[config.mk]
export PLATFORM = sky130hd
export DESIGN_NAME = pipe_ctrl_flat
export DESIGN_NICKNAME = d
export VERILOG_FILES = /design/src/rtl/pipe_ctrl_if.sv /design/src/rtl/pipe_ctrl.sv /design/src/flat_wrapper.sv
export SDC_FILE = /design/constraint.sdc
export NUM_CORES = 1
export LEC_CHECK = 0
export ABC_CLOCK_PERIOD_IN_PS = 4600
export CAP_MARGIN = 10
export CORE_MARGIN = 3
export CORE_UTILIZATION = 40
export CTS_CLUSTER_SIZE = 30
export DETAILED_ROUTE_END_ITERATION = 8
export PLACE_DENSITY = 0.72
export SETUP_SLACK_MARGIN = 0.3
export SLEW_MARGIN = 10
export SYNTH_ARGS = -nofsm -noshare
export SYNTH_HDL_FRONTEND = slang
export SYNTH_SLANG_ARGS = --single-unit
[constraint.sdc]
create_clock -name clk -period 4.6 [get_ports clk]
set_input_delay 1.38 -clock clk [delete_from_list [all_inputs] [get_ports clk]]
set_output_delay 1.38 -clock clk [all_outputs]
set_load 0.02 [all_outputs]
[src/rtl/pipe_ctrl_if.sv]
// Hazard/handshake inputs and stall/select outputs between the Beta pipeline and its sequencer.
interface pipe_ctrl_if #(
  parameter int unsigned CNT_W = 16
);
  logic [5:0]       dec_op;
  logic [4:0]       dec_ra;
  logic [4:0]       dec_rb;
  logic             dec_rb_used;
  logic [4:0]       ex_rc;
  logic             ex_is_load;
  logic             br_taken;
  logic             jmp;
  logic             irq;
  logic             pc_kernel;
  logic             dmem_req;
  logic             dmem_ack;
  logic             clr_err;
  logic             stall_if;
  logic             stall_dec;
  logic             stall_ex;
  logic             stall_mem;
  logic [1:0]       ir_src_if;
  logic [1:0]       ir_src_dec;
  logic [2:0]       pc_sel;
  logic [CNT_W-1:0] stall_cycles;
  logic             mem_err;

  modport master (
    output dec_op, dec_ra, dec_rb, dec_rb_used, ex_rc, ex_is_load, br_taken, jmp,
           irq, pc_kernel, dmem_req, dmem_ack, clr_err,
    input  stall_if, stall_dec, stall_ex, stall_mem, ir_src_if, ir_src_dec, pc_sel,
           stall_cycles, mem_err
  );

  modport slave (
    input  dec_op, dec_ra, dec_rb, dec_rb_used, ex_rc, ex_is_load, br_taken, jmp,
           irq, pc_kernel, dmem_req, dmem_ack, clr_err,
    output stall_if, stall_dec, stall_ex, stall_mem, ir_src_if, ir_src_dec, pc_sel,
           stall_cycles, mem_err
  );
endinterface

[src/rtl/pipe_ctrl.sv]
// Beta 5-stage pipeline sequencer: per-cycle stall/annul/inject decisions, stall-cycle
// counter and sticky data-memory timeout flag.
module pipe_ctrl #(
  parameter int unsigned CNT_W       = 16,
  parameter int unsigned MEM_TIMEOUT = 64
) (
  input logic        clk,
  input logic        rst_n,
  pipe_ctrl_if.slave bus
);
  localparam logic [1:0] IR_SRC_DATA   = 2'd0;
  localparam logic [1:0] IR_SRC_NOP    = 2'd1;
  localparam logic [1:0] IR_SRC_EXCEPT = 2'd2;

  localparam logic [2:0] PC_INC    = 3'd0;
  localparam logic [2:0] PC_BRANCH = 3'd1;
  localparam logic [2:0] PC_JUMP   = 3'd2;
  localparam logic [2:0] PC_XADDR  = 3'd3;
  localparam logic [2:0] PC_RESET  = 3'd4;

  localparam int unsigned WCNT_W = $clog2(MEM_TIMEOUT + 1);

  typedef enum logic [1:0] {
    ST_RESET,
    ST_RUN,
    ST_LD_STALL,
    ST_MEM_WAIT
  } state_e;

  state_e            state_q, state_d;
  logic [WCNT_W-1:0] wcnt_q, wcnt_d;
  logic              mem_err_q, mem_err_d;
  logic [CNT_W-1:0]  stall_cycles_q, stall_cycles_d;

  logic       hazard;
  logic       set_err;
  logic       stall_all;
  logic       stall_if, stall_dec;
  logic [1:0] ir_src_if, ir_src_dec;
  logic [2:0] pc_sel;

  // Opcode is not needed: dec_rb_used already encodes which classes read RB/RC.
  logic unused_dec_op;
  assign unused_dec_op = ^bus.dec_op;

  assign hazard = bus.ex_is_load && (bus.ex_rc != 5'd31) &&
                  ((bus.dec_ra == bus.ex_rc) || (bus.dec_rb_used && (bus.dec_rb == bus.ex_rc)));

  always_comb begin
    state_d    = state_q;
    wcnt_d     = wcnt_q;
    set_err    = 1'b0;
    stall_all  = 1'b0;
    stall_if   = 1'b0;
    stall_dec  = 1'b0;
    ir_src_if  = IR_SRC_DATA;
    ir_src_dec = IR_SRC_DATA;
    pc_sel     = PC_INC;

    if (state_q == ST_RESET) begin
      pc_sel     = PC_RESET;
      ir_src_if  = IR_SRC_NOP;
      ir_src_dec = IR_SRC_NOP;
      state_d    = ST_RUN;
    end else if ((state_q == ST_MEM_WAIT) && !bus.dmem_ack) begin
      stall_all = 1'b1;
      if (wcnt_q != WCNT_W'(MEM_TIMEOUT)) begin
        wcnt_d = wcnt_q + 1'b1;
      end
      set_err = (wcnt_d == WCNT_W'(MEM_TIMEOUT));
    end else if ((state_q != ST_MEM_WAIT) && bus.dmem_req && !bus.dmem_ack) begin
      stall_all = 1'b1;
      wcnt_d    = '0;
      state_d   = ST_MEM_WAIT;
    end else if (hazard) begin
      stall_if   = 1'b1;
      stall_dec  = 1'b1;
      ir_src_dec = IR_SRC_NOP;
      state_d    = ST_LD_STALL;
    end else begin
      // Covers RUN, the single LD_STALL cycle and the MEM_WAIT ack cycle alike.
      state_d = ST_RUN;
      if (bus.irq && !bus.pc_kernel) begin
        ir_src_dec = IR_SRC_EXCEPT;
        ir_src_if  = IR_SRC_NOP;
        pc_sel     = PC_XADDR;
      end else if (bus.jmp) begin
        pc_sel    = PC_JUMP;
        ir_src_if = IR_SRC_NOP;
      end else if (bus.br_taken) begin
        pc_sel    = PC_BRANCH;
        ir_src_if = IR_SRC_NOP;
      end
    end

    if (stall_all) begin
      stall_if  = 1'b1;
      stall_dec = 1'b1;
    end

    mem_err_d = set_err ? 1'b1 : (bus.clr_err ? 1'b0 : mem_err_q);

    stall_cycles_d = stall_cycles_q;
    if (stall_dec && (stall_cycles_q != '1)) begin
      stall_cycles_d = stall_cycles_q + 1'b1;
    end
  end

  always_ff @(posedge clk or negedge rst_n) begin
    if (!rst_n) begin
      state_q        <= ST_RESET;
      wcnt_q         <= '0;
      mem_err_q      <= 1'b0;
      stall_cycles_q <= '0;
    end else begin
      state_q        <= state_d;
      wcnt_q         <= wcnt_d;
      mem_err_q      <= mem_err_d;
      stall_cycles_q <= stall_cycles_d;
    end
  end

  assign bus.stall_if     = stall_if;
  assign bus.stall_dec    = stall_dec;
  assign bus.stall_ex     = stall_all;
  assign bus.stall_mem    = stall_all;
  assign bus.ir_src_if    = ir_src_if;
  assign bus.ir_src_dec   = ir_src_dec;
  assign bus.pc_sel       = pc_sel;
  assign bus.stall_cycles = stall_cycles_q;
  assign bus.mem_err      = mem_err_q;
endmodule

[src/flat_wrapper.sv]
// flat-port wrapper written by rule: the top's interface ports become plain ports
module pipe_ctrl_flat 
#(
  parameter int unsigned CNT_W       = 16,
  parameter int unsigned MEM_TIMEOUT = 64
)
  (clk, rst_n, bus_dec_op, bus_dec_ra, bus_dec_rb, bus_dec_rb_used, bus_ex_rc, bus_ex_is_load, bus_br_taken, bus_jmp, bus_irq, bus_pc_kernel, bus_dmem_req, bus_dmem_ack, bus_clr_err, bus_stall_if, bus_stall_dec, bus_stall_ex, bus_stall_mem, bus_ir_src_if, bus_ir_src_dec, bus_pc_sel, bus_stall_cycles, bus_mem_err);
  pipe_ctrl_if #(.CNT_W(CNT_W)) bus_i ();
  input logic clk;
  input logic rst_n;
  input wire logic [$bits(bus_i.dec_op)-1:0] bus_dec_op;
  input wire logic [$bits(bus_i.dec_ra)-1:0] bus_dec_ra;
  input wire logic [$bits(bus_i.dec_rb)-1:0] bus_dec_rb;
  input wire logic [$bits(bus_i.dec_rb_used)-1:0] bus_dec_rb_used;
  input wire logic [$bits(bus_i.ex_rc)-1:0] bus_ex_rc;
  input wire logic [$bits(bus_i.ex_is_load)-1:0] bus_ex_is_load;
  input wire logic [$bits(bus_i.br_taken)-1:0] bus_br_taken;
  input wire logic [$bits(bus_i.jmp)-1:0] bus_jmp;
  input wire logic [$bits(bus_i.irq)-1:0] bus_irq;
  input wire logic [$bits(bus_i.pc_kernel)-1:0] bus_pc_kernel;
  input wire logic [$bits(bus_i.dmem_req)-1:0] bus_dmem_req;
  input wire logic [$bits(bus_i.dmem_ack)-1:0] bus_dmem_ack;
  input wire logic [$bits(bus_i.clr_err)-1:0] bus_clr_err;
  output wire logic [$bits(bus_i.stall_if)-1:0] bus_stall_if;
  output wire logic [$bits(bus_i.stall_dec)-1:0] bus_stall_dec;
  output wire logic [$bits(bus_i.stall_ex)-1:0] bus_stall_ex;
  output wire logic [$bits(bus_i.stall_mem)-1:0] bus_stall_mem;
  output wire logic [$bits(bus_i.ir_src_if)-1:0] bus_ir_src_if;
  output wire logic [$bits(bus_i.ir_src_dec)-1:0] bus_ir_src_dec;
  output wire logic [$bits(bus_i.pc_sel)-1:0] bus_pc_sel;
  output wire logic [$bits(bus_i.stall_cycles)-1:0] bus_stall_cycles;
  output wire logic [$bits(bus_i.mem_err)-1:0] bus_mem_err;
  assign bus_i.dec_op = bus_dec_op;
  assign bus_i.dec_ra = bus_dec_ra;
  assign bus_i.dec_rb = bus_dec_rb;
  assign bus_i.dec_rb_used = bus_dec_rb_used;
  assign bus_i.ex_rc = bus_ex_rc;
  assign bus_i.ex_is_load = bus_ex_is_load;
  assign bus_i.br_taken = bus_br_taken;
  assign bus_i.jmp = bus_jmp;
  assign bus_i.irq = bus_irq;
  assign bus_i.pc_kernel = bus_pc_kernel;
  assign bus_i.dmem_req = bus_dmem_req;
  assign bus_i.dmem_ack = bus_dmem_ack;
  assign bus_i.clr_err = bus_clr_err;
  assign bus_stall_if = bus_i.stall_if;
  assign bus_stall_dec = bus_i.stall_dec;
  assign bus_stall_ex = bus_i.stall_ex;
  assign bus_stall_mem = bus_i.stall_mem;
  assign bus_ir_src_if = bus_i.ir_src_if;
  assign bus_ir_src_dec = bus_i.ir_src_dec;
  assign bus_pc_sel = bus_i.pc_sel;
  assign bus_stall_cycles = bus_i.stall_cycles;
  assign bus_mem_err = bus_i.mem_err;
  pipe_ctrl #(.CNT_W(CNT_W), .MEM_TIMEOUT(MEM_TIMEOUT)) u_core (.clk(clk), .rst_n(rst_n), .bus(bus_i));
endmodule
==> impl_metrics.ini <==
[worst_setup_path]
worstSetupStartpointType = primary input
cp.arrival_ns = 2.79
path_class = in2out
cp-end-kind = primary output
required_ns = 3.22
ff2ff_setup_slack_ns = 2.24
path_max_fanout = 8

[synthesis]
synth_edf_count = 0
synth_area_per_cell_um2 = 9.07
synth_seq_cells = 26
yosysSeqAreaShare = 0.410
netlist_area_um2 = 1590
synth_cells = 175
yosys.cell_types.count = 35
syn_nets = 210
ys.flop_type = dfrtp_1
ys_async_sr_fraction = 1.00
ys_warn_count = 0

[drt]
wl_um = 3740
viasPerCell = 5.21
via_count = 1468
first_pass_iters = 4
avgRoutedWirePerCell_um = 13.2
ant_nets = 0
drc = 0
drt_iter0_drc = 80

[timing]
clock_skew_ns = 0.00451
setup_viol_count_final = 0
finalWorstSetupSlack_ns = 0.430
rsz0062_at_grt = false
final-hold-violation-count = 0
period_share = 0.907
slew_violations = 0
period_minus_slack_ns = 4.17
fmax_mhz = 240

[layout]
stdcell_area_um2 = 2260
ff_latch_area_um2 = 651
layout_commonest_cell = clkdlybuf4s50_1
antenna_cells = 0
multiInputGateArea_um2 = 897
nNetsFinal = 270
drive_gt1_frac = 0.124
syn_to_final_growth_pct = 42.1
fillers = 347
mostFrequentLayoutCells = 38 x clkdlybuf4s50_1, 26 x dfrtp_1, 15 x nor2_1, 15 x xnor2_1, 14 x nand2_1

[grt]
overflow = 0
grt_start_max_net_pins = 27
grt_pass1_vias = 1400
antenna_found_initial = 0
grt_pass1_wl_um = 6470
grt_usage = 0.159

[run_status]
outcome = completed

[placed_design]
dpl.hpwl_um = 2730
dpl_cell_area_um2 = 2180
io_buffers = 52
pre_cts_ws_ns = -0.287
routabilityCongestion = 0.759

[power_and_ir_drop]
combPwrFrac = 0.330
seq_power_share = 0.414
cellPowerDensity_nw_per_um2 = 327
ir_drop_v = 0.000351
p_sw_mw = 0.237
power.clock.fraction = 0.255
leakage_nw = 1.04
power.internal_mw = 0.502
switching_share = 0.320

[cts]
clk_path_buf_depth = 2
clkLatencyLatePin_ns = 0.27
cts_buffers = 3
clock-root-buffer = clkbuf_8
cts_tree = built
htree_num_levels = 1
clkSlewWorstSetupHoldPaths_ns = 0.09
hold_buffers = 0
cts.sinks = 26

[floorplanning]
rows = 22
fp.dieW_um = 69.0
initial_core_util = 0.424
design.die.area_um2 = 4760
core_area_um2 = 3740
die_h_um = 69.0
io_pins = 60

[flow_run]
maxCapViolations = 0

[min_path]
hold_class = reg2reg
what timing repair did:
action	4_1_cts	5_1_grt
gates resized for setup	34	11
pin swaps	1	4
buffers inserted	1	1
setup endpoints to repair	9	7
power by group through the flow:
stage | Combinational [mW] | Sequential (mW) | Clock, mW
4_1_cts | 0.248 | 0.305 | 0.193
5_1_grt | 0.270 | 0.312 | 0.203
3_3_place_gp | 0.243 | 0.309 | 0
6_report | 0.244 | 0.306 | 0.189
2_1_floorplan | 0.111 | 0.327 | 0
3_5_place_dp | 0.247 | 0.308 | 0
critical path: stages:
cell and delay, ns:
clkdlybuf4s50_1 0.43, o21ai_0 0.16, a21o_1 0.29, inv_1 0.17
dlygate4sd2_1 0.35
sequential cells by signal (all words and copies together), names as in the netlist:
| signal | cells |
|---|---|
| u_core.bus.mem_err | 1 |
| u_core.wcnt_q | 7 |
| u_core.state_q | 2 |
| u_core.bus.stall_cycles | 16 |
stage by stage:
step,setup TNS (ns),total power [mW],std cells,hold WS (ns),util
2_1_floorplan,0,0.438,175,0.496,-
3_3_place_gp,-1.32,0.552,276,0.475,0.581
3_5_place_dp,-1.57,0.555,276,0.498,0.581
4_1_cts,0,0.747,281,0.516,0.605
5_1_grt,0,0.785,282,0.543,0.603
6_report,0,0.739,282,0.508,0.603
synthesized netlist by cell type (all sizes together) (2+ instances only):
cell type,n,share of area
and3,5,0.020
a21o,2,0.0095
xnor2,15,0.083
o21ai,15,0.047
xor2,12,0.066
a21oi,5,0.016
ha,3,0.024
o31ai,2,0.0095
nand2b,6,0.024
nand2,15,0.035
or2,2,0.0079
nor3,8,0.025
inv,6,0.014
nand3,12,0.038
o22ai,2,0.0079
nor2,15,0.035
nor4,2,0.0079
nand4,3,0.012
or3,2,0.0079
dfrtp,26,0.41
buf,4,0.021
routing by layer:
metal / share of wire / wire length (um) / up-vias / GRT usage
met3: 0.045 / 168 / 4 / 0.0364
li1: - / - / 729 / -
met5: 0 / 0 / - / 0
met2: 0.45 / 1680 / 47 / 0.243
met1: 0.50 / 1850 / 688 / 0.226
met4: 0.0091 / 34 / 0 / 0.0434
final cells by class:
type / instances / share of cell area
Tap cell: 48 / 0.0266
Multi-Input combinational cell: 138 / 0.398
Sequential cell: 26 / 0.288
Timing Repair Buffer: 60 / 0.246
Clock buffer: 3 / 0.0183
Clock inverter: 1 / 0.0133
Inverter: 6 / 0.00998
path summary, 6_finish.rpt:
check                                       startpoint                     endpoint  cells after the start
max                                       bus_dmem_req                bus_stall_mem                      5
max reg2reg                 u_core.bus.stall_cycles[0]   u_core.bus.stall_cycles[1]                      6
min reg2reg                u_core.bus.stall_cycles[15]  u_core.bus.stall_cycles[15]                      1
min                        u_core.bus.stall_cycles[15]  u_core.bus.stall_cycles[15]                      1
max in group asynchronous                        rst_n  u_core.bus.stall_cycles[13]                      2
min in group asynchronous                        rst_n   u_core.bus.stall_cycles[0]                      2
logic make-up (layout without fill, tap and decap cells):
family | Yosys count | count (layout) | synth area share
compound gates | 32 | 32 | 0.136
flops | 26 | 26 | 0.410
xor+xnor | 27 | 27 | 0.149
fa+ha+maj | 3 | 3 | 0.0236
other cells | 1 | 1 | 0.00236
mux | 1 | 1 | 0.00945
buf+inv | 11 | 70 | 0.0378
simple gates | 74 | 74 | 0.232
Note: power is estimated with default switching activity, not from simulation.
